$ cat src/rtl/fsb_pkg.sv
// fsb_pkg: shared types and widths for the front-side bus cycle sequencer
package fsb_pkg;
  localparam int WS_W = 4;
  localparam int TMO_W = 8;
  typedef enum logic [2:0] {S_IDLE, S_REFRESH, S_DECODE, S_RAM, S_ROM, S_IO, S_DONE, S_ERR} state_t;
  typedef enum logic [1:0] {PATH_RAM, PATH_ROM, PATH_IO, PATH_IACK} path_t;
  function automatic path_t sel_path(input logic [3:0] sel);
    return sel[0] ? PATH_RAM : sel[1] ? PATH_ROM : sel[2] ? PATH_IO : PATH_IACK;
  endfunction
endpackage

$ cat src/rtl/fsb_waitctr.sv
// fsb_waitctr: loadable down-counter with zero flag for wait-state timing
module fsb_waitctr import fsb_pkg::*; #(
  parameter int W = WS_W
) (
  input  logic         FCLK,
  input  logic         RESET,
  input  logic         load,
  input  logic         dec,
  input  logic [W-1:0] din,
  output logic         zero
);
  logic [W-1:0] cnt;
  assign zero = cnt == '0;
  always_ff @(posedge FCLK)
    if (RESET) cnt <= '0;
    else if (load) cnt <= din;
    else if (dec && !zero) cnt <= cnt - W'(1);
endmodule

$ cat src/rtl/fsb_cycle_ctl.sv
// fsb_cycle_ctl: schedules 68000 bus cycles onto RAM/ROM/IO/IACK and arbitrates DRAM refresh
module fsb_cycle_ctl import fsb_pkg::*; #(
  parameter int RAM_WS  = 2,
  parameter int ROM_WS  = 4,
  parameter int TIMEOUT = 255
) (
  input  logic FCLK,
  input  logic RESET,
  input  logic BACT,
  input  logic RAMCS,
  input  logic ROMCS,
  input  logic IOCS,
  input  logic IACS,
  input  logic RefReq,
  input  logic RefDone,
  output logic RefGnt,
  input  logic IOAck,
  output logic IOReq,
  output logic Ready0,
  output logic Ready1,
  output logic Ready2,
  output logic BERR0,
  output logic BERR1
);
  state_t st, ns;
  path_t path;
  logic [3:0] sel;
  logic [TMO_W-1:0] tmo;
  logic wzero, run, tmo_hit;
  assign sel = {IACS, IOCS, ROMCS, RAMCS};
  assign path = sel_path(sel);
  assign run = st inside {S_DECODE, S_RAM, S_ROM, S_IO};
  assign tmo_hit = tmo >= TMO_W'(TIMEOUT - 1);
  // loaded with WS-1 on DECODE exit so DONE lands exactly WS cycles after dispatch
  fsb_waitctr #(.W(WS_W)) u_wait (
    .FCLK (FCLK),
    .RESET(RESET),
    .load (st == S_DECODE),
    .dec  (st == S_RAM || st == S_ROM),
    .din  (path == PATH_ROM ? WS_W'(ROM_WS - 1) : WS_W'(RAM_WS - 1)),
    .zero (wzero)
  );
  always_comb begin
    ns = st;
    case (st)
      S_IDLE:    ns = RefReq ? S_REFRESH : BACT ? S_DECODE : S_IDLE;
      S_REFRESH: ns = RefDone ? S_IDLE : S_REFRESH;
      S_DECODE:  ns = !BACT ? S_IDLE : !$onehot(sel) ? S_ERR : path == PATH_IO ? S_IO :
                      path == PATH_IACK ? S_DONE : path == PATH_RAM ? (RAM_WS == 0 ? S_DONE : S_RAM) :
                      (ROM_WS == 0 ? S_DONE : S_ROM);
      S_RAM, S_ROM: ns = !BACT ? S_IDLE : wzero ? S_DONE : tmo_hit ? S_ERR : st;
      S_IO:      ns = !BACT ? S_IDLE : IOAck ? S_DONE : tmo_hit ? S_ERR : S_IO;
      default:   ns = BACT ? st : S_IDLE;
    endcase
  end
  // outputs are registered images of the next state; the non-owning Ready leads from DECODE exit
  always_ff @(posedge FCLK)
    if (RESET) begin
      st <= S_IDLE;
      tmo <= '0;
      RefGnt <= 1'b0;
      IOReq <= 1'b0;
      Ready0 <= 1'b0;
      Ready1 <= 1'b0;
      Ready2 <= 1'b0;
      BERR0 <= 1'b0;
      BERR1 <= 1'b0;
    end else begin
      st <= ns;
      tmo <= !run ? '0 : &tmo ? tmo : tmo + TMO_W'(1);
      RefGnt <= ns == S_REFRESH;
      IOReq <= ns == S_IO;
      Ready0 <= ns == S_DONE || ns == S_IO;
      Ready1 <= ns == S_DONE || ns == S_RAM || ns == S_ROM;
      Ready2 <= ns inside {S_DECODE, S_RAM, S_ROM, S_IO, S_DONE};
      BERR0 <= ns == S_ERR && (st == S_ERR ? BERR0 : st != S_DECODE);
      BERR1 <= ns == S_ERR && (st == S_ERR ? BERR1 : st == S_DECODE);
    end
endmodule

$ cat config.mk
export PLATFORM = sky130hd
export DESIGN_NAME = fsb_cycle_ctl
export DESIGN_NICKNAME = d
export VERILOG_FILES = /design/src/rtl/fsb_pkg.sv /design/src/rtl/fsb_waitctr.sv /design/src/rtl/fsb_cycle_ctl.sv
export SDC_FILE = /design/constraint.sdc
export NUM_CORES = 1
export LEC_CHECK = 0
export BUFFER_PORTS_ARGS = -buffer_cell sky130_fd_sc_hd__buf_2
export CELL_PAD_IN_SITES_DETAIL_PLACEMENT = 1
export CELL_PAD_IN_SITES_GLOBAL_PLACEMENT = 2
export CORE_MARGIN = 2
export CORE_UTILIZATION = 34
export CTS_CLUSTER_DIAMETER = 100
export DETAILED_ROUTE_END_ITERATION = 12
export HOLD_SLACK_MARGIN = 0.12
export PLACE_DENSITY_LB_ADDON = 0.1
export SYNTH_ARGS = -nofsm -noshare
export SYNTH_HDL_FRONTEND = slang
export SYNTH_SLANG_ARGS = --single-unit
$ cat constraint.sdc
create_clock -name FCLK -period 3.9 [get_ports FCLK]
set_input_delay 0.78 -clock FCLK [delete_from_list [all_inputs] [get_ports FCLK]]
set_output_delay 0.78 -clock FCLK [all_outputs]
set_load 0.05 [all_outputs]
==> flow_metrics.py, run 1 <==
metrics = {
    "status": {
        "status": "completed",
    },
    "layout": {
        "antennaDiodeCount": 0,
        "stdcell_area_mm2": 0.00145,
        "final_common_cell": "dfxtp_1",
        "fill_cells": 447,
        "multiInputGateArea_um2": 752,
        "seqCellArea_um2": 440,
        "final_util_pct": 39.9,
        "layout_common_cells": "22 x dfxtp_1, 16 x nor2_1, 16 x buf_2",
        "stdcell_count": 210,
        "nets": 183,
        "syn2layout_area_growth_pct": 14.1,
        "drive_above_1_share_pct": 17.9,
    },
    "power": {
        "power_leakage_nw": 0.581,
        "p_per_area_mw_per_mm2": 396,
        "ir_worst_vdd_mv": 0.126,
        "power_mw": 0.573,
    },
    "synthesis": {
        "synth_seq_cells": 22,
        "yosysWarnings": 0,
        "yosysUniqueCellTypes": 47,
        "synth_area_per_cell_um2": 8.58,
        "synth_edf_count": 0,
        "netlist_area_mm2": 0.00127,
        "syn_nets": 168,
        "ys.flop_type": "dfxtp_1",
        "syn_inst": 148,
        "postSynth.asyncResetShare_pct": 0,
        "seq_area_frac_synth_pct": 34.7,
    },
    "detailed_routing": {
        "viasPerCell": 5.16,
        "vias": 1083,
        "postRouteAntennaNets": 0,
        "drt-pass1-iter-count": 4,
        "wl_per_cell_um": 13.3,
        "dr.first_iter.drc_count": 31,
        "routed_wl_um": 2800,
        "drc": 0,
    },
    "critical_path": {
        "critical_path_arrival_ps": 3600,
        "crit_required_ps": 4080,
        "path_class": "in2reg",
        "cp-end-kind": "register",
        "reg2reg_depth": 6,
        "startpoint_type": "input pin",
        "regToRegSetupSlack_ps": 1510,
        "cp_max_fo": 8,
        "r2r-end": "Ready1",
        "crit-reg2reg-launch": "st[0]",
    },
    "floorplanning": {
        "die_x_um": 65.1,
        "design.core.area_mm2": 0.00363,
        "dieArea_mm2": 0.00424,
        "start_util_pct": 35.0,
        "die_h_um": 65.1,
        "io_pins": 17,
        "fp-row-count": 22,
    },
    "flow_run": {
        "drv_cap": 0,
    },
    "sta": {
        "worst_slack_ps": 478,
        "max_slew_margin_pct": 59.0,
        "hold_ws_ps": 525,
        "finalCriticalPeriod_ps": 3420,
        "fin_crit_sh_pct": 87.7,
        "finalHoldViolCount": 0,
        "drv_slew": 0,
        "finalClockSkew_ps": 3.15,
        "tightest_slew_ps": 599,
        "max_freq_ghz": 0.292,
        "grt_setup_unrepaired": "no",
        "fin_tns_setup_ps": 0,
        "setup_viol": 0,
    },
    "cts": {
        "cts_tree": "built",
        "h-tree-depth": 1,
        "post-cts-setup-buffers": 0,
        "hold_buffers": 0,
        "numCtsBuffers": 3,
        "clkLatencyLatePin_ps": 270,
        "clockBufferDepth": 2,
        "cts.clk_slew.worst_paths_ps": 80,
        "clock-root-buffer": "clkbuf_8",
        "postCtsResizedCells": 0,
        "cts_num_sinks": 22,
    },
    "global_routing": {
        "antenna_found_initial": 0,
        "grt_pass1_vias": 1050,
        "grt_pass1_wl_um": 4960,
        "grt_max_degree": 15,
        "grt_overflow": 0,
        "grt_usage_pct": 15.0,
    },
    "hold_path": {
        "min_path_type": "reg2reg",
        "whs_path_depth": 2,
        "hold_start": "tmo[7]",
        "min_to": "tmo[7]",
    },
    "placed_design": {
        "gp_congestion": 0.774,
        "dp_hpwl_um": 2180,
        "place_area_mm2": 0.00138,
        "port_buffers": 16,
        "place_inst": 206,
        "place_ws_ps": 195,
    },
}
-- layout make-up --
class | instances | area share, %
clock buffer | 3 | 2.85
timing repair buffer | 16 | 5.53
clock inverter | 1 | 2.07
inverter | 12 | 3.11
sequential | 22 | 30.4
tap | 48 | 4.15
multi-input combinational | 108 | 51.9
-- logic make-up after synthesis --
kind of cell | share of synthesized area (%)
DFF | 34.7
xor gates and xnor gates | 4.14
buffers and inverters | 6.11
and+or+nand+nor | 27.8
adders and majority gates | 10.4
AOI/OAI and AO/OA | 16.8
-- Yosys cell counts, types with 2 or more instances --
| library cell | n | share of area, % |
|---|---|---|
| o21ai_0 | 5 | 2.0 |
| nor3b_1 | 3 | 1.8 |
| or3_1 | 2 | 0.99 |
| nand2b_1 | 3 | 1.5 |
| nand3_1 | 3 | 1.2 |
| nor4b_1 | 3 | 2.1 |
| nor3_1 | 7 | 2.8 |
| nand2_1 | 9 | 2.7 |
| xor2_1 | 3 | 2.1 |
| nand4_1 | 2 | 0.99 |
| clkbuf_1 | 2 | 0.59 |
| a211oi_1 | 3 | 1.8 |
| and3_1 | 4 | 2.0 |
| inv_1 | 12 | 3.5 |
| xnor2_1 | 3 | 2.1 |
| ha_1 | 9 | 8.9 |
| a21oi_1 | 7 | 2.8 |
| buf_2 | 2 | 0.79 |
| a31oi_1 | 2 | 0.99 |
| dfxtp_1 | 22 | 35 |
| nor2_1 | 16 | 4.7 |
-- worst max-delay path, stage by stage --
cell and delay [ps]:
buf_2 90, inv_1 60, fa_1 530, inv_1 40
ha_1 180, ha_1 290, or3b_2 480, nor4b_1 280
nor4b_1 120, a211oi_2 420, nor2_1 110, a221oi_1 240
-- state kept, by name (all words and copies together) (netlist names) --
register / count
IOReq: 1
Ready1: 1
Ready2: 1
BERR0: 1
BERR1: 1
RefGnt: 1
tmo: 8
st: 3
u_wait.cnt: 4
Ready0: 1
-- per-layer routing --
layer	share of wire [%]	GRT usage, %	vias to the layer above
met5	0	0	-
li1	-	-	551
met4	1.1	5.47	0
met3	3.2	2.23	2
met2	47	23.2	17
met1	49	21.2	513
-- report_power, final --
part           internal [mW]  switching [mW]  total [mW]
registers              0.235          0.0138       0.249
logic                 0.0419          0.0682       0.110
clock network          0.137          0.0772       0.214
total                  0.414           0.159       0.573
-- worst max-delay path by stage --
| stage | slack [ps] | cells past startpoint | endpoint | from |
|---|---|---|---|---|
| detailed placement | 190 | 12 | Ready2 | RAMCS |
| global route | 300 | 12 | Ready2 | RAMCS |
| floorplan | 580 | 11 | Ready2 | RAMCS |
| CTS | 490 | 12 | Ready2 | RAMCS |
| finish | 480 | 12 | Ready2 | RAMCS |
| global placement | 270 | 12 | Ready2 | RAMCS |
Power figures use the tool's default switching activity.
==> inputs of run 2 (changes only) <==
REMOVE_ABC_BUFFERS = 1   (was unset)
==> flow_metrics.py, run 2 (synthesis gave the netlist of run 1 again) <==
metrics = {
    "hold_path": {
        "hold_start": "tmo[7]",
        "whs_path_depth": 2,
        "min_path_type": "reg2reg",
        "min_to": "tmo[7]",
    },
    "critical_path": {
        "slowest_delay_ps": 530,
        "crit_required_ps": 4080,
        "startpoint_type": "input pin",
        "regToRegSetupSlack_ps": 1570,
        "path_buf_inv": 3,
        "cp_top_family": "adder cells",
        "path_class": "in2reg",
        "slowest_stage": "fa_1",
        "cp-end-kind": "register",
        "reg2reg_depth": 6,
        "crit_start": "RAMCS",
        "critical_path_arrival_ps": 3600,
        "crit-reg2reg-launch": "st[0]",
        "crit_chain": "buf_2 > inv_1 > fa_1 > inv_1 > ha_1 > ha_1 > or3b_2 > nor4b_1 > nor4b_1 > a211oi_2 > nor2_1 > a221oi_1",
        "r2r-end": "Ready1",
        "cp_max_fo": 8,
    },
    "placed_design": {
        "gp_congestion": 0.743,
        "dp_hpwl_um": 2210,
        "port_buffers": 16,
        "place_inst": 206,
    },
    "power": {
        "power_mw": 0.578,
        "power_leakage_nw": 0.581,
        "ir_worst_vdd_mv": 0.127,
        "p_per_area_mw_per_mm2": 399,
    },
    "floorplanning": {
        "io_pins": 17,
        "design.core.area_mm2": 0.00363,
        "fp-row-count": 22,
        "dieArea_mm2": 0.00424,
        "start_util_pct": 35.0,
        "die_x_um": 65.1,
        "die_h_um": 65.1,
    },
    "global_routing": {
        "grt_max_degree": 15,
        "grt_usage_pct": 15.8,
        "grt_pass1_vias": 1092,
        "grt_overflow": 0,
        "grt_pass1_wl_um": 5270,
        "antenna_found_initial": 0,
    },
    "layout": {
        "final_common_cell": "dfxtp_1",
        "final_util_pct": 39.9,
        "nets": 183,
        "layout_common_cells": "22 x dfxtp_1, 16 x nor2_1, 16 x buf_2",
        "largest_register": "tmo",
        "drive_above_1_share_pct": 17.9,
        "largest_registers": "tmo x8, u_wait.cnt x4, st x3",
        "fill_cells": 448,
        "antennaDiodeCount": 0,
        "largest_register_ffs": 8,
        "stdcell_count": 210,
        "syn2layout_area_growth_pct": 14.1,
    },
    "cts": {
        "hold_buffers": 0,
        "clockBufferDepth": 2,
        "post-cts-setup-buffers": 0,
        "numCtsBuffers": 3,
        "clkLatencyLatePin_ps": 270,
        "cts_num_sinks": 22,
        "cts_tree": "built",
        "cts.clk_slew.worst_paths_ps": 90,
        "h-tree-depth": 1,
        "clock-root-buffer": "clkbuf_8",
        "postCtsResizedCells": 0,
    },
    "sta": {
        "drv_slew": 0,
        "max_freq_ghz": 0.292,
        "setup_viol": 0,
        "fin_crit_sh_pct": 87.7,
        "tightest_slew_ps": 581,
        "grt_setup_unrepaired": "no",
        "finalClockSkew_ps": 1.55,
        "finalHoldViolCount": 0,
        "finalCriticalPeriod_ps": 3420,
        "max_slew_margin_pct": 60.3,
        "fin_tns_setup_ps": 0,
    },
    "detailed_routing": {
        "postRouteAntennaNets": 0,
        "dr.first_iter.drc_count": 19,
        "vias": 1098,
        "wl_per_cell_um": 13.8,
        "drt-pass1-iter-count": 3,
        "drc": 0,
        "viasPerCell": 5.23,
        "routed_wl_um": 2900,
    },
    "flow_run": {
        "drv_cap": 0,
    },
    "status": {
        "status": "completed",
    },
}
## run 2: worst max path at each step
stage,depth (start not counted),endpoint,slack [ps]
2_1_floorplan,11,Ready2,580
3_3_place_gp,12,Ready2,280
3_5_place_dp,12,Ready2,160
4_1_cts,12,Ready2,470
5_1_grt,12,Ready2,120
6_report,12,Ready2,480
## run 2: final cells by class
type	count	area [µm²]	share of cell area [%]
Multi-Input combinational cell	108	752	51.9
Sequential cell	22	440	30.4
Timing Repair Buffer	16	80.1	5.53
Tap cell	48	60.1	4.15
Inverter	12	45.0	3.11
Clock buffer	3	41.3	2.85
Clock inverter	1	30.0	2.07
## run 2: where the power goes
group	internal [mW]	switching, mW	leakage [nW]	total (mW)
Combinational	0.0419	0.0682	0.367	0.110
Sequential	0.235	0.0141	0.178	0.249
Clock	0.137	0.0819	0.0357	0.219
Total	0.414	0.164	0.581	0.578
## run 2: tightest hold or removal path, stage by stage (launching register included)
cell and delay (ps):
dfxtp_1 330, inv_1 70, a211oi_1 60
## run 2: through the flow
step	hold WS [ps]	cell area, µm²	setup WS, ps
CTS	517	1450	475
finish	512	1450	478
global route	541	1450	123
global placement	495	1380	278
detailed placement	500	1380	158
floorplan	469	1240	576
## run 2: routing by layer
metal | GRT usage, % | vias up | share of wire, %
met5 | 0 | - | 0
met4 | 5.47 | 0 | 1.1
met3 | 2.23 | 4 | 2.4
met2 | 24.2 | 14 | 45
met1 | 22.8 | 528 | 52
li1 | - | 552 | -
==> inputs of run 3 (changes only) <==
CELL_PAD_IN_SITES_DETAIL_PLACEMENT = 0   (was 1)
CELL_PAD_IN_SITES_GLOBAL_PLACEMENT = 1   (was 2)
CORE_ASPECT_RATIO = 0.7   (was unset)
CORE_UTILIZATION = 35   (was 34)
clock period = 3.2 ns   (was 3.9 ns; I/O delays follow)
==> flow_metrics.py, run 3 (synthesis gave the netlist of run 1 again) <==
metrics = {
    "critical_path": {
        "crit_required_ps": 3380,
        "slowest_stage": "fa_1",
        "regToRegSetupSlack_ps": 800,
        "path_buf_inv": 4,
        "crit-reg2reg-launch": "st[0]",
        "crit_chain": "buf_2 > inv_1 > fa_1 > inv_1 > ha_1 > ha_1 > or3b_2 > nor4b_2 > nor4b_1 > a211oi_2 > buf_4 > nor2_1 > a221oi_2",
        "r2r-end": "Ready1",
        "cp_max_fo": 8,
        "startpoint_type": "input pin",
        "cp-end-kind": "register",
        "reg2reg_depth": 6,
        "slowest_delay_ps": 540,
        "cp_top_family": "adder cells",
        "critical_path_arrival_ps": 3240,
        "path_class": "in2reg",
    },
    "global_routing": {
        "grt_pass1_vias": 957,
        "grt_usage_pct": 14.3,
        "grt_max_degree": 15,
        "antenna_found_initial": 0,
        "grt_overflow": 0,
        "grt_pass1_wl_um": 4530,
    },
    "flow_run": {
        "drv_cap": 0,
    },
    "detailed_routing": {
        "vias": 1086,
        "routed_wl_um": 2750,
        "postRouteAntennaNets": 0,
        "top_layer": "met4",
        "viasPerCell": 4.98,
        "dr.first_iter.drc_count": 40,
        "drc": 0,
        "met1Wirelength_um": 1600,
        "wl_per_cell_um": 12.6,
        "drt-pass1-iter-count": 6,
        "wl_met2_um": 939,
        "route.met3.wl_um": 165,
    },
    "cts": {
        "hold_buffers": 0,
        "cts_tree": "built",
        "postCtsResizedCells": 0,
        "clkLatencyLatePin_ps": 270,
        "clock-root-buffer": "clkbuf_8",
        "cts.clk_slew.worst_paths_ps": 90,
        "cts_num_sinks": 22,
        "clockBufferDepth": 2,
        "post-cts-setup-buffers": 0,
        "h-tree-depth": 1,
        "numCtsBuffers": 3,
    },
    "layout": {
        "drive_above_1_share_pct": 22.6,
        "largest_register": "tmo",
        "nets": 189,
        "final_common_cell": "dfxtp_1",
        "syn2layout_area_growth_pct": 19.3,
        "largest_register_ffs": 8,
        "layout_common_cells": "22 x dfxtp_1, 16 x nor2_1, 16 x buf_2",
        "largest_registers": "tmo x8, u_wait.cnt x4, st x3",
        "antennaDiodeCount": 0,
    },
    "power": {
        "seq_power_share_pct": 42.4,
        "p_per_area_mw_per_mm2": 472,
        "p_sw_mw": 0.201,
        "pwr-share-comb_pct": 21.0,
        "ir_worst_vdd_mv": 0.243,
        "power_mw": 0.716,
        "p_sw_share_pct": 28.0,
        "internal-power_mw": 0.515,
        "pwr-share-clk_pct": 36.6,
        "power_leakage_nw": 0.612,
    },
    "sta": {
        "max_slew_margin_pct": 55.4,
        "tightest_slew_ps": 652,
        "max_freq_ghz": 0.327,
        "worst_slack_ps": 146,
        "fin_crit_sh_pct": 95.4,
        "finalCriticalPeriod_ps": 3050,
        "finalClockSkew_ps": 6.39,
        "setup_viol": 0,
        "finalHoldViolCount": 0,
        "drv_slew": 0,
    },
    "floorplanning": {
        "dieArea_mm2": 0.00413,
        "die_x_um": 76.0,
        "fp-row-count": 18,
        "start_util_pct": 36.4,
        "die_h_um": 54.4,
        "io_pins": 17,
        "design.core.area_mm2": 0.00349,
    },
    "status": {
        "status": "completed",
    },
    "placed_design": {
        "dp_hpwl_um": 2010,
        "gp_congestion": 0.890,
        "place_ws_ps": -178,
        "port_buffers": 16,
    },
    "hold_path": {
        "min_to": "tmo[7]",
        "whs_path_depth": 2,
        "min_path_type": "reg2reg",
        "hold_start": "tmo[7]",
    },
}
[run 3: per-layer routing]
metal  track usage, %  up-vias
li1                 -      563
met1             20.7      488
met2             19.3       30
met3             4.79        5
met4             5.45        0
met5                0        -
[run 3: cell type report]
cell class	count	area (µm²)
timing repair buffer	22	125
inverter	12	45.0
multi-input combinational	108	771
clock inverter	1	30.0
sequential	22	440
tap	50	62.6
fill	374	1980
clock buffer	3	41.3
[run 3: how the worst max path moves through the flow]
stage / start / to / slack [ps] / cells after the start
after floorplan: RAMCS / Ready2 / 20 / 11
after global placement: RAMCS / Ready2 / -120 / 13
after detailed placement: RAMCS / Ready2 / -180 / 13
after global routing: RAMCS / Ready2 / -7 / 13
after CTS: RAMCS / Ready2 / 70 / 13
final: RAMCS / Ready2 / 150 / 13
[run 3: power by group through the flow]
stage / Combinational [mW] / Clock (mW) / Sequential (mW)
finish: 0.150 / 0.262 / 0.303
global route: 0.167 / 0.282 / 0.306
CTS: 0.145 / 0.270 / 0.303
detailed placement: 0.144 / 0 / 0.309
global placement: 0.144 / 0 / 0.310
floorplan: 0.0801 / 0 / 0.325
[run 3: per-stage QoR]
step | cell area (µm²) | utilization [%] | TNS [ps] | hold slack (ps) | cells
floorplan | 1240 | - | 0 | 469 | 142
global placement | 1430 | 40.8 | -552 | 495 | 214
detailed placement | 1430 | 40.8 | -836 | 491 | 214
CTS | 1500 | 42.9 | 0 | 506 | 218
global route | 1520 | 43.4 | -6.53 | 557 | 218
finish | 1520 | 43.4 | 0 | 507 | 218
[run 3: worst min-delay path, stage by stage (launching register included)]
cell      delay [ps]
dfxtp_1          330
inv_1             70
a211oi_1          60
